==> src/rtl/ham_pkg.sv <==
// Shared Hamming(7,4) definitions: codeword geometry, bit position map
// and the encoder function used by both ham_enc_stream and ham_decoder.
package ham_pkg;

  localparam int HAM_N = 7;
  localparam int HAM_K = 4;

  localparam int P1_IDX = 0;
  localparam int P2_IDX = 1;
  localparam int D1_IDX = 2;
  localparam int P4_IDX = 3;
  localparam int D2_IDX = 4;
  localparam int D3_IDX = 5;
  localparam int D4_IDX = 6;

  function automatic logic [HAM_N-1:0] ham_encode(
    input logic [HAM_K-1:0] nib
  );
    logic [HAM_N-1:0] cw;
    cw         = '0;
    cw[D1_IDX] = nib[0];
    cw[D2_IDX] = nib[1];
    cw[D3_IDX] = nib[2];
    cw[D4_IDX] = nib[3];
    cw[P1_IDX] = nib[0] ^ nib[1] ^ nib[3];
    cw[P2_IDX] = nib[0] ^ nib[2] ^ nib[3];
    cw[P4_IDX] = nib[1] ^ nib[2] ^ nib[3];
    return cw;
  endfunction

endpackage

==> src/rtl/ham_fifo2.sv <==
// Two-entry FIFO with pointer pair plus occupancy count.
// wr_ready depends only on registered state, never on rd_ready.
module ham_fifo2
  import ham_pkg::*;
(
  input  logic       clk,
  input  logic       rst,
  input  logic       wr_valid,
  output logic       wr_ready,
  input  logic [7:0] wr_data,
  output logic       rd_valid,
  input  logic       rd_ready,
  output logic [7:0] rd_data
);

  logic [7:0] mem [2];
  logic       wr_ptr;
  logic       rd_ptr;
  logic [1:0] cnt;
  logic       push;
  logic       pop;

  assign wr_ready = (cnt < 2'd2);
  assign rd_valid = (cnt != 2'd0);
  assign push     = wr_valid & wr_ready;
  assign pop      = rd_valid & rd_ready;
  assign rd_data  = rd_valid ? mem[rd_ptr] : 8'd0;

  always_ff @(posedge clk) begin
    if (rst) begin
      mem[0] <= 8'd0;
      mem[1] <= 8'd0;
      wr_ptr <= 1'b0;
      rd_ptr <= 1'b0;
      cnt    <= 2'd0;
    end else begin
      if (push) begin
        mem[wr_ptr] <= wr_data;
        wr_ptr      <= ~wr_ptr;
      end
      if (pop) begin
        rd_ptr <= ~rd_ptr;
      end
      unique case ({push, pop})
        2'b10:   cnt <= cnt + 2'd1;
        2'b01:   cnt <= cnt - 2'd1;
        default: cnt <= cnt;
      endcase
    end
  end

endmodule

==> src/rtl/ham_enc_stream.sv <==
// Streaming Hamming(7,4) encoder with periodic single-bit error
// injection, buffered through a 2-entry output FIFO.
module ham_enc_stream
  import ham_pkg::*;
#(
  parameter int INJ_PERIOD = 4,
  parameter int CNT_W      = 16
) (
  input  logic             clk,
  input  logic             rst,
  input  logic             in_valid,
  output logic             in_ready,
  input  logic [HAM_K-1:0] in_data,
  output logic             out_valid,
  input  logic             out_ready,
  output logic [HAM_N-1:0] out_code,
  output logic             out_injected,
  input  logic             inj_en,
  input  logic [2:0]       inj_pos,
  output logic [CNT_W-1:0] word_cnt
);

  localparam logic [7:0] PH_LAST = 8'(INJ_PERIOD - 1);

  logic [7:0]       phase;
  logic             accept;
  logic             hit;
  logic [HAM_N-1:0] mask;
  logic [HAM_N-1:0] code;
  logic [7:0]       rd_word;

  assign accept = in_valid & in_ready;
  assign hit    = (phase == PH_LAST) & inj_en & (inj_pos != 3'd0);

  // One-hot flip mask; inj_pos=0 yields no bit
  always_comb begin
    mask = '0;
    for (int i = 0; i < HAM_N; i++) begin
      mask[i] = (inj_pos == 3'(i + 1));
    end
  end

  assign code = ham_encode(in_data) ^ (hit ? mask : '0);

  always_ff @(posedge clk) begin
    if (rst) begin
      phase    <= 8'd0;
      word_cnt <= '0;
    end else if (accept) begin
      phase    <= (phase == PH_LAST) ? 8'd0 : phase + 8'd1;
      word_cnt <= word_cnt + 1'b1;
    end
  end

  ham_fifo2 u_fifo (
    .clk      (clk),
    .rst      (rst),
    .wr_valid (in_valid),
    .wr_ready (in_ready),
    .wr_data  ({hit, code}),
    .rd_valid (out_valid),
    .rd_ready (out_ready),
    .rd_data  (rd_word)
  );

  assign out_code     = rd_word[HAM_N-1:0];
  assign out_injected = rd_word[7];

endmodule

==> config.mk <==
export PLATFORM = sky130hd
export DESIGN_NAME = ham_enc_stream
export DESIGN_NICKNAME = d
export VERILOG_FILES = /design/src/rtl/ham_pkg.sv /design/src/rtl/ham_fifo2.sv /design/src/rtl/ham_enc_stream.sv
export SDC_FILE = /design/constraint.sdc
export NUM_CORES = 1
export LEC_CHECK = 0
export ABC_AREA = 0
export BUFFER_PORTS_ARGS = -buffer_cell sky130_fd_sc_hd__buf_4
export CORE_ASPECT_RATIO = 2
export CORE_UTILIZATION = 60
export CTS_CLUSTER_SIZE = 14
export DETAILED_ROUTE_END_ITERATION = 7
export PLACE_DENSITY = 0.92
export SLEW_MARGIN = 0
export SYNTH_ARGS = -nofsm -noshare
export SYNTH_HDL_FRONTEND = slang
export SYNTH_HIERARCHICAL = 1
export SYNTH_SLANG_ARGS = --single-unit
==> constraint.sdc <==
create_clock -name clk -period 3.95 [get_ports clk]
set_clock_uncertainty 0.05 [all_clocks]
set_input_delay 0.1975 -clock clk [delete_from_list [all_inputs] [get_ports clk]]
set_output_delay 0.1975 -clock clk [all_outputs]
set_load 0.02 [all_outputs]
==> flow_summary.ini <==
[sta]
setup_ws_ns = 1.931
worst_slew_pin_slew_ns = 0.5800
tns_ns = 0
slew_headroom = 0.6119
finalHoldViolations = 0
setup-violations-final = 0
layout_min_cycle_time_ns = 2.019
finalMaxSlewViolations = 0
holdWs_ns = 0.1982
finalCritPeriodShare = 0.5111
rsz0062_at_grt = no
fmax_mhz = 495.3

[floorplan]
initial_core_util = 0.6224
io_pins = 38
core_um2 = 3568
row_count = 31
die_x_um = 45.02
die_area_um2 = 3964
die_h_um = 88.04

[detailed_routing]
viasPerCell = 5.610
drt-pass1-iter-count = 4
route.vias.total = 1767
antenna_left = 0
drt_iter0_drc = 24
routed_wl_um = 4400
wl_per_cell_um = 13.97
drc = 0

[finish]
drive_gt1_frac = 0.1917
n_antenna_cell = 0
regArea_um2 = 1061
multi_input_area_um2 = 1110
final_cell_area_um2 = 2619
syn2layout_area_growth_pct = 17.92
stdcell_count = 315
n_fill_cell = 274
utilization = 0.7339
nNetsFinal = 280

[critical_path]
cp.required_ns = 3.94
cp_max_fo = 5
critPathCaptureType = flip-flop
arrival_ns = 2.01
cp-start-kind = flip-flop
critPathKind = reg -> reg

[synth]
synth_cell_types = 36
synth_area_leaders = dfxtp_1 26%, edfxtp_1 22%, xnor2_1 8.7%
synth.net_count = 243
synth_async_sr_flop_share = 0
synth_common_cells = 32 x nor2_1, 29 x dfxtp_1, 22 x xnor2_1
synth_cells = 228
yosysTopAreaCell = dfxtp_1
ys_ff_latch = 45
yosysTopAreaCellShare = 0.2614
synth-edff-count = 16
dominantRegCellSynth = dfxtp_1
yosysMostFrequentCell = nor2_1
ys_seq_area_frac = 0.4777
syn_area_um2 = 2221
yosysWarnings = 6
syn_area_per_cell_um2 = 9.741

[place]
port_buffers = 37
dp_slack_ns = 1.962
gp_congestion = 0.8332
placedCellCount = 307
post_dp_cell_area_um2 = 2529
dp_hpwl_um = 3208

[clock_tree]
post-cts-setup-buffers = 0
numCtsBuffers = 5
clk_latency_ns = 0.29
clkTransAtPathRegs_ns = 0.08
clock-root-buffer = clkbuf_8
post_cts_resized = 0
h-tree-depth = 2
numClockSinks = 45
cts_hold_buf = 0
cts_tree = done
clockBufferDepth = 2

[pwr]
ir_drop_uv = 437.6
leakagePower_nw = 1.050
p_total_mw = 1.257
p_per_area_nw_per_um2 = 480.0

[grt]
grtUsageMet2 = 0.4677
overflow = 0
grt_pass1_vias = 1650
antenna_found_initial = 0
grt_pass1_wl_um = 6913
met1_usage = 0.2082
grt_max_degree = 26
grt.busiest_layer = met2
track_usage = 0.2382
grt_util_met3 = 0.04742

[min_path]
hold_path_class = in -> reg

[run]
cap_violations = 0

[status]
status = finished clean
[placed cells by master (no fill, tap or decap), types with 4 or more instances in the layout]
cell and count:
dfxtp_1 29, edfxtp_1 16, a21oi_1 9, mux2i_1 8, xnor2_1 22, nor4_1 4
nand2_1 17, buf_4 37, xor2_1 10, o21ai_0 6, inv_1 5, nand4_1 4
nor3_1 7, nand3_1 6, and3_1 17, clkbuf_8 6, or3_1 5, nor2_1 32
[logic make-up (layout without fill, tap and decap cells)]
family	Yosys count	after routing	synth area share
AOI/OAI and AO/OA	18	18	0.04451
and+or+nand+nor	110	110	0.2761
muxes	8	8	0.03606
DFF	45	45	0.4777
buffers and inverters	12	50	0.02254
xor gates and xnor gates	32	32	0.1262
adders and majority gates	3	3	0.01690
[state kept, by name, summed over array words and instances, names as in the netlist, named ones only]
register       flops
phase              8
u_fifo/cnt         2
u_fifo/mem        16
u_fifo/rd_ptr      1
u_fifo/wr_ptr      1
word_cnt          16
[final cells by class]
| class | instances | share of cell area |
|---|---|---|
| Multi-Input combinational cell | 171 | 0.4238 |
| Tap cell | 49 | 0.02341 |
| Sequential cell | 45 | 0.4052 |
| Clock buffer | 8 | 0.03440 |
| Inverter | 5 | 0.007167 |
| Timing Repair Buffer | 37 | 0.1061 |
[power by group]
part,internal (mW),total (mW),leakage (nW),switching [mW]
Clock,0.143,0.281,0.0455,0.138
Sequential,0.543,0.595,0.405,0.0522
Combinational,0.158,0.381,0.599,0.223
[worst paths after layout]
path	slack, ns	cells past startpoint	startpoint	endpoint
max reg2reg	1.93	6	phase[0]$_SDFFE_PP0P_	u_fifo/mem[0][3]$_SDFFCE_PN0P_
max	1.93	6	phase[0]$_SDFFE_PP0P_	u_fifo/mem[0][3]$_SDFFCE_PN0P_
min	0.20	2	rst	flip-flop
min reg2reg	0.43	2	phase[1]$_SDFFE_PP0P_	phase[1]$_SDFFE_PP0P_
[critical path, stage by stage, from the launching register on]
cell and delay, ns:
dfxtp_1 0.37, ha_1 0.17, nor4b_2 0.27, nand3_1 0.23, nor4b_1 0.40, xnor2_1 0.11
and3_1 0.16
[per-layer routing]
metal / vias to the layer above / part of all wire
met1: 849 / 0.34
met5: - / 0
met3: 9 / 0.026
met4: 0 / 0.025
li1: 876 / -
met2: 33 / 0.60
No activity file was read; power rests on OpenSTA's default activity.
